File: config.mk
export PLATFORM = sky130hd
export DESIGN_NAME = uart_tx_param_flat
export DESIGN_NICKNAME = d
export VERILOG_FILES = /design/src/rtl/uart_pkg.sv /design/src/rtl/uart_tx_param_if.sv /design/src/rtl/uart_baud_gen.sv /design/src/rtl/uart_tx_param.sv /design/src/flat_wrapper.sv
export SDC_FILE = /design/constraint.sdc
export NUM_CORES = 1
export LEC_CHECK = 0
export CORE_MARGIN = 4
export CORE_UTILIZATION = 55
export CTS_CLUSTER_SIZE = 8
export DETAILED_ROUTE_END_ITERATION = 10
export PLACE_DENSITY = 0.79
export SKIP_CTS_REPAIR_TIMING = 1
export SYNTH_ARGS = -nofsm -noshare
export SYNTH_HDL_FRONTEND = slang
export SYNTH_SLANG_ARGS = --single-unit
File: constraint.sdc
create_clock -name clk -period 2.8 [get_ports clk]
set_clock_uncertainty 0.05 [all_clocks]
set_input_delay 0.7 -clock clk [delete_from_list [all_inputs] [get_ports clk]]
set_output_delay 0.7 -clock clk [all_outputs]
set_load 0.01 [all_outputs]
File: src/rtl/uart_pkg.sv
// uart_pkg: definitions shared by the parametrised UART transmitter and receiver.
// Contents:
//   uart_state_e   frame state encoding (IDLE, START, DATA, PARITY, STOP)
//   *_MIN / *_MAX  legal ranges for DATA_BITS and STOP_BITS
//   parity_bit()   parity over a zero-extended character
package uart_pkg;

  typedef enum logic [2:0] {
    IDLE   = 3'd0,
    START  = 3'd1,
    DATA   = 3'd2,
    PARITY = 3'd3,
    STOP   = 3'd4
  } uart_state_e;

  localparam int DATA_BITS_MIN = 5;
  localparam int DATA_BITS_MAX = 9;
  localparam int STOP_BITS_MIN = 1;
  localparam int STOP_BITS_MAX = 2;

  // Even parity is the XOR of the data bits; odd parity is its inverse.
  // Unused upper bits must be zero so they do not disturb the result.
  function automatic logic parity_bit(input logic [DATA_BITS_MAX-1:0] data,
                                      input logic odd);
    return (^data) ^ odd;
  endfunction

endpackage

File: src/rtl/uart_tx_param_if.sv
// uart_tx_param_if: valid/ready character handshake between a host and the UART transmitter.
// Signals:
//   in_valid  host presents a character
//   in_data   character, DATA_BITS wide
//   in_ready  transmitter can accept a character
// Modports: master = host side, slave = transmitter side.
interface uart_tx_param_if #(
  parameter int DATA_BITS = 8
);
  logic                 in_valid;
  logic [DATA_BITS-1:0] in_data;
  logic                 in_ready;

  modport master (output in_valid, output in_data, input in_ready);
  modport slave  (input in_valid, input in_data, output in_ready);
endinterface

File: src/rtl/uart_baud_gen.sv
// uart_baud_gen: bit-period divider.
// Counts 0..DIV-1 while run is high and emits tick in the last count of each period.
// Ports:
//   clk, rst  system clock, asynchronous active-high reset
//   run       count enable; the counter is held at 0 while low
//   restart   synchronous restart to count 0 (takes priority over run)
//   tick      high for one clock at the end of each DIV-clock period
module uart_baud_gen #(
  parameter int DIV = 16
) (
  input  logic clk,
  input  logic rst,
  input  logic run,
  input  logic restart,
  output logic tick
);

  localparam int CNT_W = (DIV > 1) ? $clog2(DIV) : 1;
  localparam logic [CNT_W-1:0] LAST = CNT_W'(DIV - 1);

  logic [CNT_W-1:0] cnt_r;

  // Divider counter: restart or idle forces 0, otherwise wrap at LAST.
  always_ff @(posedge clk or posedge rst) begin
    if (rst) begin
      cnt_r <= {CNT_W{1'b0}};
    end else if (restart || !run) begin
      cnt_r <= {CNT_W{1'b0}};
    end else if (cnt_r == LAST) begin
      cnt_r <= {CNT_W{1'b0}};
    end else begin
      cnt_r <= cnt_r + {{(CNT_W-1){1'b0}}, 1'b1};
    end
  end

  // With DIV=1 the counter stays at 0 == LAST, so tick is high every running clock.
  assign tick = run && !restart && (cnt_r == LAST);

endmodule

File: src/rtl/uart_tx_param.sv
// uart_tx_param: parametrised UART transmitter.
// Frame: START(0), DATA_BITS data bits LSB first, optional parity, STOP_BITS stop bits(1).
// Ports:
//   clk, rst  system clock, asynchronous active-high reset
//   en        transmit enable, gates acceptance of new characters only
//   host      valid/ready character handshake (slave side)
//   out       registered serial line, idle high
//   busy      frame in progress
//   done      one-clock pulse when the last stop bit completes
module uart_tx_param
  import uart_pkg::*;
#(
  parameter int CLK_DIV    = 16,
  parameter int DATA_BITS  = 8,
  parameter int PARITY_EN  = 0,
  parameter int PARITY_ODD = 0,
  parameter int STOP_BITS  = 1
) (
  input  logic           clk,
  input  logic           rst,
  input  logic           en,
  uart_tx_param_if.slave host,
  output logic           out,
  output logic           busy,
  output logic           done
);

  if ((DATA_BITS < DATA_BITS_MIN) || (DATA_BITS > DATA_BITS_MAX)) begin : g_bad_data_bits
    $error("uart_tx_param: DATA_BITS out of range");
  end
  if ((STOP_BITS < STOP_BITS_MIN) || (STOP_BITS > STOP_BITS_MAX)) begin : g_bad_stop_bits
    $error("uart_tx_param: STOP_BITS out of range");
  end
  if (CLK_DIV < 1) begin : g_bad_clk_div
    $error("uart_tx_param: CLK_DIV must be >= 1");
  end

  uart_state_e          state_r, state_s;
  logic [3:0]           bit_cnt_r, bit_cnt_s;
  logic [DATA_BITS-1:0] shift_r, shift_s;
  logic                 parity_r, parity_s;
  logic                 out_r, out_s;
  logic                 busy_r, busy_s;
  logic                 done_r, done_s;
  logic                 ready_r;
  logic                 restart_s;
  logic                 run_s;
  logic                 tick_s;
  logic                 xfer_s;
  logic [DATA_BITS-1:0] data_s;

  assign data_s = host.in_data;
  assign xfer_s = host.in_valid && ready_r && en;
  assign run_s  = (state_r != IDLE);

  uart_baud_gen #(.DIV(CLK_DIV)) u_baud (
    .clk     (clk),
    .rst     (rst),
    .run     (run_s),
    .restart (restart_s),
    .tick    (tick_s)
  );

  // Next-state and next-output logic; out_s is the value the line takes on the next edge.
  always_comb begin
    state_s   = state_r;
    bit_cnt_s = bit_cnt_r;
    shift_s   = shift_r;
    parity_s  = parity_r;
    out_s     = out_r;
    busy_s    = busy_r;
    done_s    = 1'b0;
    restart_s = 1'b0;
    case (state_r)
      IDLE: begin
        if (xfer_s) begin
          state_s   = START;
          shift_s   = data_s;
          parity_s  = parity_bit(DATA_BITS_MAX'(data_s), PARITY_ODD != 0);
          bit_cnt_s = 4'd0;
          out_s     = 1'b0;
          busy_s    = 1'b1;
          restart_s = 1'b1;
        end else begin
          out_s  = 1'b1;
          busy_s = 1'b0;
        end
      end
      START: begin
        if (tick_s) begin
          state_s = DATA;
          out_s   = shift_r[0];
        end else begin
          state_s = START;
        end
      end
      DATA: begin
        // The register shifts right as bits go out, so the next bit is always shift_r[1].
        if (tick_s) begin
          shift_s = shift_r >> 1;
          if (bit_cnt_r == 4'(DATA_BITS - 1)) begin
            bit_cnt_s = 4'd0;
            if (PARITY_EN != 0) begin
              state_s = PARITY;
              out_s   = parity_r;
            end else begin
              state_s = STOP;
              out_s   = 1'b1;
            end
          end else begin
            bit_cnt_s = bit_cnt_r + 4'd1;
            out_s     = shift_r[1];
          end
        end else begin
          state_s = DATA;
        end
      end
      PARITY: begin
        if (tick_s) begin
          state_s   = STOP;
          bit_cnt_s = 4'd0;
          out_s     = 1'b1;
        end else begin
          state_s = PARITY;
        end
      end
      STOP: begin
        if (tick_s) begin
          if (bit_cnt_r == 4'(STOP_BITS - 1)) begin
            state_s   = IDLE;
            bit_cnt_s = 4'd0;
            busy_s    = 1'b0;
            done_s    = 1'b1;
          end else begin
            bit_cnt_s = bit_cnt_r + 4'd1;
          end
          out_s = 1'b1;
        end else begin
          state_s = STOP;
        end
      end
      default: begin
        state_s   = IDLE;
        bit_cnt_s = 4'd0;
        out_s     = 1'b1;
        busy_s    = 1'b0;
      end
    endcase
  end

  // State and output registers; ready is set for any clock that will be spent in IDLE.
  always_ff @(posedge clk or posedge rst) begin
    if (rst) begin
      state_r   <= IDLE;
      bit_cnt_r <= 4'd0;
      shift_r   <= {DATA_BITS{1'b0}};
      parity_r  <= 1'b0;
      out_r     <= 1'b1;
      busy_r    <= 1'b0;
      done_r    <= 1'b0;
      ready_r   <= 1'b0;
    end else begin
      state_r   <= state_s;
      bit_cnt_r <= bit_cnt_s;
      shift_r   <= shift_s;
      parity_r  <= parity_s;
      out_r     <= out_s;
      busy_r    <= busy_s;
      done_r    <= done_s;
      ready_r   <= (state_s == IDLE);
    end
  end

  assign out           = out_r;
  assign busy          = busy_r;
  assign done          = done_r;
  assign host.in_ready = ready_r;

endmodule

File: src/flat_wrapper.sv
// flat-port wrapper written by rule: the top's interface ports become plain ports
module uart_tx_param_flat import uart_pkg::*;
#(
  parameter int CLK_DIV    = 16,
  parameter int DATA_BITS  = 8,
  parameter int PARITY_EN  = 0,
  parameter int PARITY_ODD = 0,
  parameter int STOP_BITS  = 1
)
  (clk, rst, en, out, busy, done, host_in_valid, host_in_data, host_in_ready);
  uart_tx_param_if #(.DATA_BITS(DATA_BITS)) host_i ();
  input  logic clk;
  input  logic rst;
  input  logic en;
  output logic out;
  output logic busy;
  output logic done;
  input wire logic [$bits(host_i.in_valid)-1:0] host_in_valid;
  input wire logic [$bits(host_i.in_data)-1:0] host_in_data;
  output wire logic [$bits(host_i.in_ready)-1:0] host_in_ready;
  assign host_i.in_valid = host_in_valid;
  assign host_i.in_data = host_in_data;
  assign host_in_ready = host_i.in_ready;
  uart_tx_param #(.CLK_DIV(CLK_DIV), .DATA_BITS(DATA_BITS), .PARITY_EN(PARITY_EN), .PARITY_ODD(PARITY_ODD), .STOP_BITS(STOP_BITS)) u_core (.clk(clk), .rst(rst), .en(en), .host(host_i), .out(out), .busy(busy), .done(done));
endmodule
# Word-level counts from Yosys, hierarchy flattened

Index checks and enable logic that the tools add are counted.

Register bits: 23
Word-level logic and storage cells: 77
Bits of input ports: 12
Output and inout port bits: 4

Multiplexer cells: 34
Bitwise logic cells: 2
Add/sub/neg operators: 2
Reductions and logical operators: 18
Equal/unequal tests: 13

Operators by type and width:

| kind                  | count |
|---|---|
| $mux W4               | 8 |
| $pmux W4 S5           | 1 |
| $mux W3               | 6 |
| $mux W8               | 2 |
| $pmux W8 S2           | 1 |
| $pmux W3 S5           | 1 |
| $ne A2 B1 Y1 const B  | 7 |
| $mux W1               | 12 |
| $reduce_and A3 Y1     | 3 |
| $add A4 B1 Y4 const B | 2 |
| $eq A3 B2 Y1 const B  | 2 |
| $logic_not A3 Y1      | 2 |
| $reduce_and A5 Y1     | 1 |
| $eq A4 B3 Y1 const B  | 1 |
| $eq A4 B4 Y1 const B  | 1 |
| $logic_and A1 B1 Y1   | 4 |
| $logic_not A4 Y1      | 1 |
| $pmux W1 S4           | 1 |
| $eq A3 B1 Y1 const B  | 1 |
| $eq A3 B3 Y1 const B  | 1 |
| $pmux W1 S3           | 1 |
| $reduce_bool A3 Y1    | 1 |
| $reduce_or A3 Y1      | 1 |
| $logic_not A1 Y1      | 2 |
| 5 further kinds       | 6 |

# Depth between registers and ports, before layout

Gate-level depths: netlist of the first run.

Word-level depth: 10
Depth in mapped cells: 6
Depth with buffers taken out: 6

# Hierarchy

A second synthesis of the first run with hierarchy kept.

Cell total of the unflattened synthesis: 131
Area total of the unflattened synthesis: 1234.9 um^2

Modules (own cells, without submodules):

| module        | cells each | area an instance (um^2) | seq. area each (um^2) | instances |
|---|---|---|---|---|
| uart_tx_param | 114        | 1053.5                  | 476.7                 | 1 |
| uart_baud_gen | 17         | 181.4                   | 100.1                 | 1 |

# Worst setup path after synthesis of the first run

Ideal clock, no wire load.

Path type: input to register
Start point: in en
End point: reg u_core.bit_cnt_r[2]
Data arrival time: 1.562 ns
Buffers on the path: 0
Path slack: 1.064 ns
Stages: 4
Setup time: 0.124 ns
Data required time: 2.626 ns
Cells stage by stage: nand3_1 > o21a_1 > or2_1 > a211o_1

Longest elaborated chain between the ends: 8
Elaborated cells between the ends (all ways): 11
Classes of those cells: 4 x eq/ne; 2 x mux; 5 x reduce/logical

Ends and longest elaborated chain:

| item                                 | line                 | text |
|---|---|---|
| start: declaration                   | flat_wrapper.sv:14   | `input logic en;` |
| $logic_and A1 B1 Y1 *                | uart_tx_param.sv:53  | `assign xfer_s = host.in_valid && ready_r && en;` |
| $mux W1                              | uart_tx_param.sv:76  | `if (xfer_s) begin` |
| $mux W1                              | uart_tx_param.sv:74  | `case (state_r)` |
| $logic_not A1 Y1                     | uart_baud_gen.sv:37  | `assign tick = run && !restart && (cnt_r == LAST);` |
| $logic_and A1 B1 Y1 (2 in series)    | uart_baud_gen.sv:37  |  |
| $ne A2 B1 Y1 (no source line)        | -                    |  |
| $reduce_and A5 Y1 (no source line) * | -                    |  |
| end signal: assignment               | uart_tx_param.sv:164 | `bit_cnt_r <= bit_cnt_s;` |
| end: declaration                     | uart_tx_param.sv:39  | `logic [3:0] bit_cnt_r, bit_cnt_s;` |

Mark *: on every way between the ends. The rest lies on a longest branch, timed or not.
A chain may end at the register's enable or synchronous reset.

# Final worst setup path of the first run

Start point: reg u_core.out_r, in the netlist u_core.out
End point: out out

RTL lines:

| item                     | line                 | text |
|---|---|---|
| start: declaration       | uart_tx_param.sv:42  | `logic out_r, out_s;` |
| start signal: assignment | uart_tx_param.sv:167 | `out_r <= out_s;` |
| end: declaration         | flat_wrapper.sv:15   | `output logic out;` |

No word-level cell between the ends.

==> impl_results.md, run 1 <==
- Run status: finished, final reports clean
- Via-to-Cell Ratio: 5.80
- Fmax: 0.465 GHz
- Share of layout cells above drive strength 1: 11.7%
- Post-synth top flop: dfrtp_1
- Initial Util: 60.6%
- Io pins: 16
- Die Wd: 55.7 µm
- Slew @ Worst Pin: 0.736 ns
- R2r setup slk: 0.88 ns
- Initial antenna violation count: 0
- Synth Cell Area: 0.00125 mm²
- Post-synthesis sequential area ratio: 46.1%
- Critical path arrival: 1.40 ns
- WP depth: 1
- Critical path type: register to output port
- Worst hold path stage count: 1
- Fin Setup TNS: 0 ns
- # setup viols final: 0
- Top delay family on crit path: flip-flops
- WP buf/inv: 1
- Synth warnings: 0
- Routed wire length: 2500 µm
- Drt initial violations: 19
- Row count: 16
- Residual DRC count: 0
- Post-synth EDFFs: 0
- Crit-path max FO: 2
- Reg2Reg Depth: 4
- R2R Path Start: u_core.state_r[1]
- Via Count: 951
- Antenna Violating Nets Remaining: 0
- Die area: 0.00310 mm²
- Worst vdd ir: 0.000588 V
- WP data required: 2.05 ns
- First-pass GRT wire length: 4410 µm
- Total CTS buffers: 3
- Synth Area per Inst: 10.3 µm²
- Max cap viols: 0
- Setup ws final: 0.649 ns
- CTS Buffer Depth: 2
- Pre-antenna DRT Iters: 4
- Pre-CTS setup slack: 0.370 ns
- Die H: 55.7 µm
- PortBufs: 15
- Fin nets: 153
- Pleak: 0.575 nW
- Clk pin slew, worst setup/hold paths: 0.12 ns
- Crit-path cells: clkdlybuf4s50_1
- Critical Path Max Stage Delay: 0.56 ns
- Synth cell types: 40
- Post-Syn Instances: 121
- Gpl congestion: 0.835
- Ys async rst share: 100%
- Avg WL per Cell: 15.3 µm
- Hold Crit Class: register to register
- Pin count of the biggest net entering global routing: 24
- Critical-path top delay cell: dfstp_2
- Min-delay src: u_core.u_baud.cnt_r[0]
- GRT Util Overall: 18.0%
- Global route overflow: 0
- Crit path time final: 2.15 ns
- Pins over their slew limit: 0
- Net count after synthesis: 136
- Clk Tree Root Cell: clkbuf_4
- Vias in the first global route: 959
- R2R Path End: u_core.shift_r[3]
- H-tree lvl count: 1
- Post-route clock period utilization: 76.8%
- Dpl hpwl: 1870 µm
- Power per cell area: 856 mW/mm²
- RSZ-0062 raised after global routing: no
- Endpoint, Worst Hold: u_core.u_baud.cnt_r[0]
- Layout area overhead: 14.7%
- # diodes: 0
- Clock sink count: 23
- Crit path capture type: output port
- Clk Latency, worst-skew pair: 0.30 ns
- Worst hold margin: 0.460 ns
- CTS tree: done
- Core Footprint: 0.00206 mm²
- Critical Path Source Type: register
- Fin util: 69.5%
- Hold Fails Final Rpt: 0
- Number of synthesized register bits: 23
- Slew headroom: 50.6%
[flip-flops by register name (all words and copies together), names as in the netlist]
signal	flops
u_core.host.in_ready	1
u_core.state_r	3
u_core.bit_cnt_r	4
u_core.u_baud.cnt_r	4
u_core.done	1
u_core.out	1
u_core.shift_r	8
u_core.busy	1
[power by group]
| part | leakage [nW] | internal, mW | switching, mW |
|---|---|---|---|
| clock | 0.0150 | 0.0555 | 0.0972 |
| combinational | 0.279 | 0.222 | 0.220 |
| sequential | 0.281 | 0.475 | 0.158 |
[through the flow]
step	power (mW)	instances	instance area, µm²
6_report	1.23	164	1430
5_1_grt	1.33	164	1430
4_1_cts	1.24	164	1430
3_5_place_dp	1.08	160	1410
3_3_place_gp	1.04	160	1410
2_1_floorplan	0.935	121	1250
[final cells by class]
cell class / count / area, µm²
Sequential cell: 23 / 577
Timing Repair Buffer: 17 / 165
Tap cell: 27 / 33.8
Multi-Input combinational cell: 88 / 613
Clock buffer: 4 / 26.3
Fill cell: 154 / 628
Inverter: 5 / 18.8
[how the worst max path moves through the flow]
| stage | endpoint | slack (ns) | from |
|---|---|---|---|
| after global placement | u_core.shift_r[7] | 0.46 | en |
| after floorplan | u_core.bit_cnt_r[2] | 1.06 | en |
| after detailed placement | u_core.shift_r[3] | 0.37 | en |
| final | out | 0.65 | u_core.out |
| after CTS | out | 0.63 | u_core.out |
| after global routing | out | 0.58 | u_core.out |
[Yosys cell counts, types with 2 or more instances]
cell	n	area, µm²
a21o_1	2	15.0
a21oi_1	10	50.1
a21oi_2	3	26.3
buf_4	4	30.0
dfrtp_1	22	551
ha_1	3	37.5
inv_1	5	18.8
mux2i_1	7	70.1
nand3_1	4	20.0
nand3b_1	3	22.5
nor2_1	16	60.1
nor3_1	5	25.0
nor3b_1	2	15.0
nor4_1	2	12.5
o21a_1	3	22.5
o21ai_0	4	20.0
o22ai_1	2	12.5
or3b_1	2	17.5
[cells by family after synthesis]
family          count (synthesis)  share of synthesized area, %
simple gates                   46                          21.9
mux                             7                          5.61
fa+ha+maj                       3                          3.00
compound gates                 30                          17.1
buf+inv                        10                          4.80
xor+xnor                        2                          1.40
flops                          23                          46.1
[cells in the final DEF (no fill, tap or decap), types with 2 or more instances in the layout]
master	instances
a21o_1	2
a21oi_1	10
a21oi_2	3
buf_4	2
clkbuf_4	3
clkdlybuf4s50_1	15
dfrtp_1	22
ha_1	3
inv_1	5
mux2i_1	7
nand3_1	4
nand3b_1	3
nor2_1	16
nor3_1	5
nor3b_1	2
nor4_1	2
o21a_1	3
o21ai_0	4
o22ai_1	2
or3b_1	2
[metal layers]
metal | vias up | share of wire (%) | global-route usage, %
li1 | 462 | - | -
met1 | 474 | 43 | 20.9
met2 | 13 | 52 | 31.4
met3 | 2 | 3.4 | 4.41
met4 | 0 | 0.52 | 7.64
met5 | - | 0 | 0
Note: power is estimated with default switching activity, not from simulation.
==> run 2: changes to the inputs <==
- CORE_UTILIZATION: 55 -> 54
- PLACE_DENSITY: 0.79 -> 0.78
- clock period: 2.8 -> 2.14 ns (I/O delays scaled with it)
==> run 2 against run 1 <==
Worst hold slack got worse by 0.067 ns. Register-to-register slack lost 0.63 ns. Cell count increased by 3.7%. Clock-buffer cell count unchanged. Critical path depth stayed put. Global-route usage fell by 1.5 points. Design area is 3.6% higher. Largest cell class unchanged. Highest routed layer unchanged.
==> impl_results.md, run 2 (synthesis gave the netlist of run 1 again) <==
- Power per cell area: 1100 mW/mm² (was 856 mW/mm²)
- PortBufs: 15 (unchanged)
- Fin nets: 158 (was 153)
- CTS Buffer Depth: 2 (unchanged)
- Antenna Violating Nets Remaining: 0 (unchanged)
- Clk Latency, worst-skew pair: 0.32 ns (was 0.30 ns)
- Core Footprint: 0.00221 mm² (was 0.00206 mm²)
- Total CTS buffers: 3 (unchanged)
- Critical-path top delay cell: dfstp_2 (unchanged)
- Row count: 17 (was 16)
- Gpl congestion: 0.815 (was 0.835)
- Most frequent cells in the layout: dfrtp_1 (22), nor2_1 (16), clkdlybuf4s50_1 (15) (unchanged)
- Global Route met3 Usage: 2.55% (was 4.41%)
- Placed inst area: 0.00146 mm² (was 0.00141 mm²)
- Initial antenna violation count: 0 (unchanged)
- Clk pin slew, worst setup/hold paths: 0.13 ns (was 0.12 ns)
- Gr busiest metal: met2 (unchanged)
- Pin count of the biggest net entering global routing: 17 (was 24)
- M1 GR Usage: 19.9% (was 20.9%)
- First-pass GRT wire length: 4150 µm (was 4410 µm)
- Die area: 0.00315 mm² (was 0.00310 mm²)
- Fill cells: 191 (was 154)
- Initial Util: 56.5% (was 60.6%)
- Residual DRC count: 0 (unchanged)
- Register name with the most flops: u_core.shift_r (unchanged)
- # diodes: 0 (unchanged)
- # setup viols final: 0 (unchanged)
- Layout area overhead: 18.8% (was 14.7%)
- Pre-CTS setup slack: 0.0688 ns (was 0.370 ns)
- Crit path time final: 1.99 ns
- Via-to-Cell Ratio: 5.58 (was 5.80)
- Max reg flops: 8 (unchanged)
- Hold Fails Final Rpt: 0 (unchanged)
- Run status: finished, final reports clean (unchanged)
- Drt initial violations: 19 (unchanged)
- Avg WL per Cell: 14.2 µm (was 15.3 µm)
- Routed wire length: 2420 µm (was 2500 µm)
- Biggest regs: u_core.shift_r (8), u_core.bit_cnt_r (4), u_core.u_baud.cnt_r (4) (unchanged)
- Via Count: 949 (was 951)
- Worst vdd ir: 0.000804 V (was 0.000588 V)
- Critical path arrival: 1.40 ns (about the same)
- Top delay family on crit path: flip-flops (unchanged)
- Critical path type: register to output port (unchanged)
- CTS tree: done (unchanged)
- Slew @ Worst Pin: 0.461 ns (was 0.736 ns)
- Clk Tree Root Cell: clkbuf_4 (unchanged)
- Commonest non-fill, non-tap cell in the layout: dfrtp_1 (unchanged)
- Max cap viols: 0 (unchanged)
- Slew headroom: 69.3% (was 50.6%)
- Critical Path Max Stage Delay: 0.56 ns (about the same)
- Clock sink count: 23 (unchanged)
- Vias in the first global route: 971 (was 959)
- Crit-path max FO: 2 (unchanged)
- Die H: 56.1 µm (was 55.7 µm)
- Pins over their slew limit: 0 (unchanged)
- Setup ws final: 0.152 ns (was 0.649 ns)
- GRT Util Overall: 16.6% (was 18.0%)
- WP buf/inv: 1 (unchanged)
- Post-route clock period utilization: 92.9%
- Fin Setup TNS: 0 ns (unchanged)
- Pre-antenna DRT Iters: 4 (unchanged)
- Global route overflow: 0 (unchanged)
- H-tree lvl count: 1 (unchanged)
- Crit-path cells: clkdlybuf4s50_1 (unchanged)
- Crit path capture type: output port (unchanged)
- Share of layout cells above drive strength 1: 14.8% (was 11.7%)
- Critical Path Source Type: register (unchanged)
- Die Wd: 56.1 µm (was 55.7 µm)
- Dpl hpwl: 1860 µm (was 1870 µm)
- Hold Crit Class: input pin to asynchronous set/reset pin (was register to register)
- Total Power: 1.64 mW (was 1.23 mW)
- Final instance area: 0.00149 mm² (was 0.00143 mm²)
- Met2 Use GR: 26.7% (was 31.4%)
- RSZ-0062 raised after global routing: no (unchanged)
- Fin util: 67.1% (was 69.5%)
- Pleak: 0.601 nW (was 0.575 nW)
- Io pins: 16 (unchanged)
- Fmax: 0.503 GHz
- WP data required: 1.55 ns (was 2.05 ns)
-- run 2: final cells by class --
class / instances / area, µm² / area share (%)
multi-input cells: 88 / 613 / 41.3
flip-flops and latches: 23 / 577 / 38.8
repair buffers: 22 / 215 / 14.5
well taps: 28 / 35.0 / 2.36
clock buffers: 4 / 26.3 / 1.77
inverters: 5 / 18.8 / 1.26
-- run 2: routing by layer --
metal  up-vias  routed length [µm]  share of wire [%]
li1        473                   -                  -
met1       440                1120                 46
met2        27                1130                 47
met3         9                  92                3.8
met4         0                  80                3.3
met5         -                   0                  0
-- run 2: final timing paths --
check                                             from                     end  slack (ns)  cells after the start
max in group asynchronous                          rst       u_core.state_r[1]        1.12                      3
min in group clk                u_core.u_baud.cnt_r[0]  u_core.u_baud.cnt_r[0]        0.43                      1
worst max-delay path                        u_core.out                     out        0.15                      1
worst max register to register       u_core.state_r[1]     u_core.bit_cnt_r[3]        0.25                      4
worst min-delay path                               rst             u_core.busy        0.39                      2
worst min register to register  u_core.u_baud.cnt_r[0]  u_core.u_baud.cnt_r[0]        0.43                      1
-- run 2: worst register-to-register path: cells and delay by family, from the launching register on --
kind | cells | cell delay (ns)
and+or+nand+nor | 2 | 0.84
DFF | 1 | 0.65
AOI/OAI and AO/OA | 2 | 0.29
-- run 2: per-stage QoR --
stage | std cells | hold slack [ns]
2_1_floorplan | 121 | 0.392
3_3_place_gp | 166 | 0.401
3_5_place_dp | 166 | 0.413
4_1_cts | 170 | 0.394
5_1_grt | 170 | 0.427
6_report | 170 | 0.393
-- run 2: where the power goes --
| group | internal (mW) | switching [mW] | total, mW |
|---|---|---|---|
| Sequential | 0.621 | 0.174 | 0.795 |
| Clock | 0.0729 | 0.130 | 0.203 |
| Combinational | 0.328 | 0.313 | 0.641 |
| Total | 1.02 | 0.617 | 1.64 |
==> run 3: changes to the inputs <==
- SKIP_LAST_GASP: not set -> 1
==> results of run 3 <==
No change in the layout: final DEF, timing and power equal those of run 2.
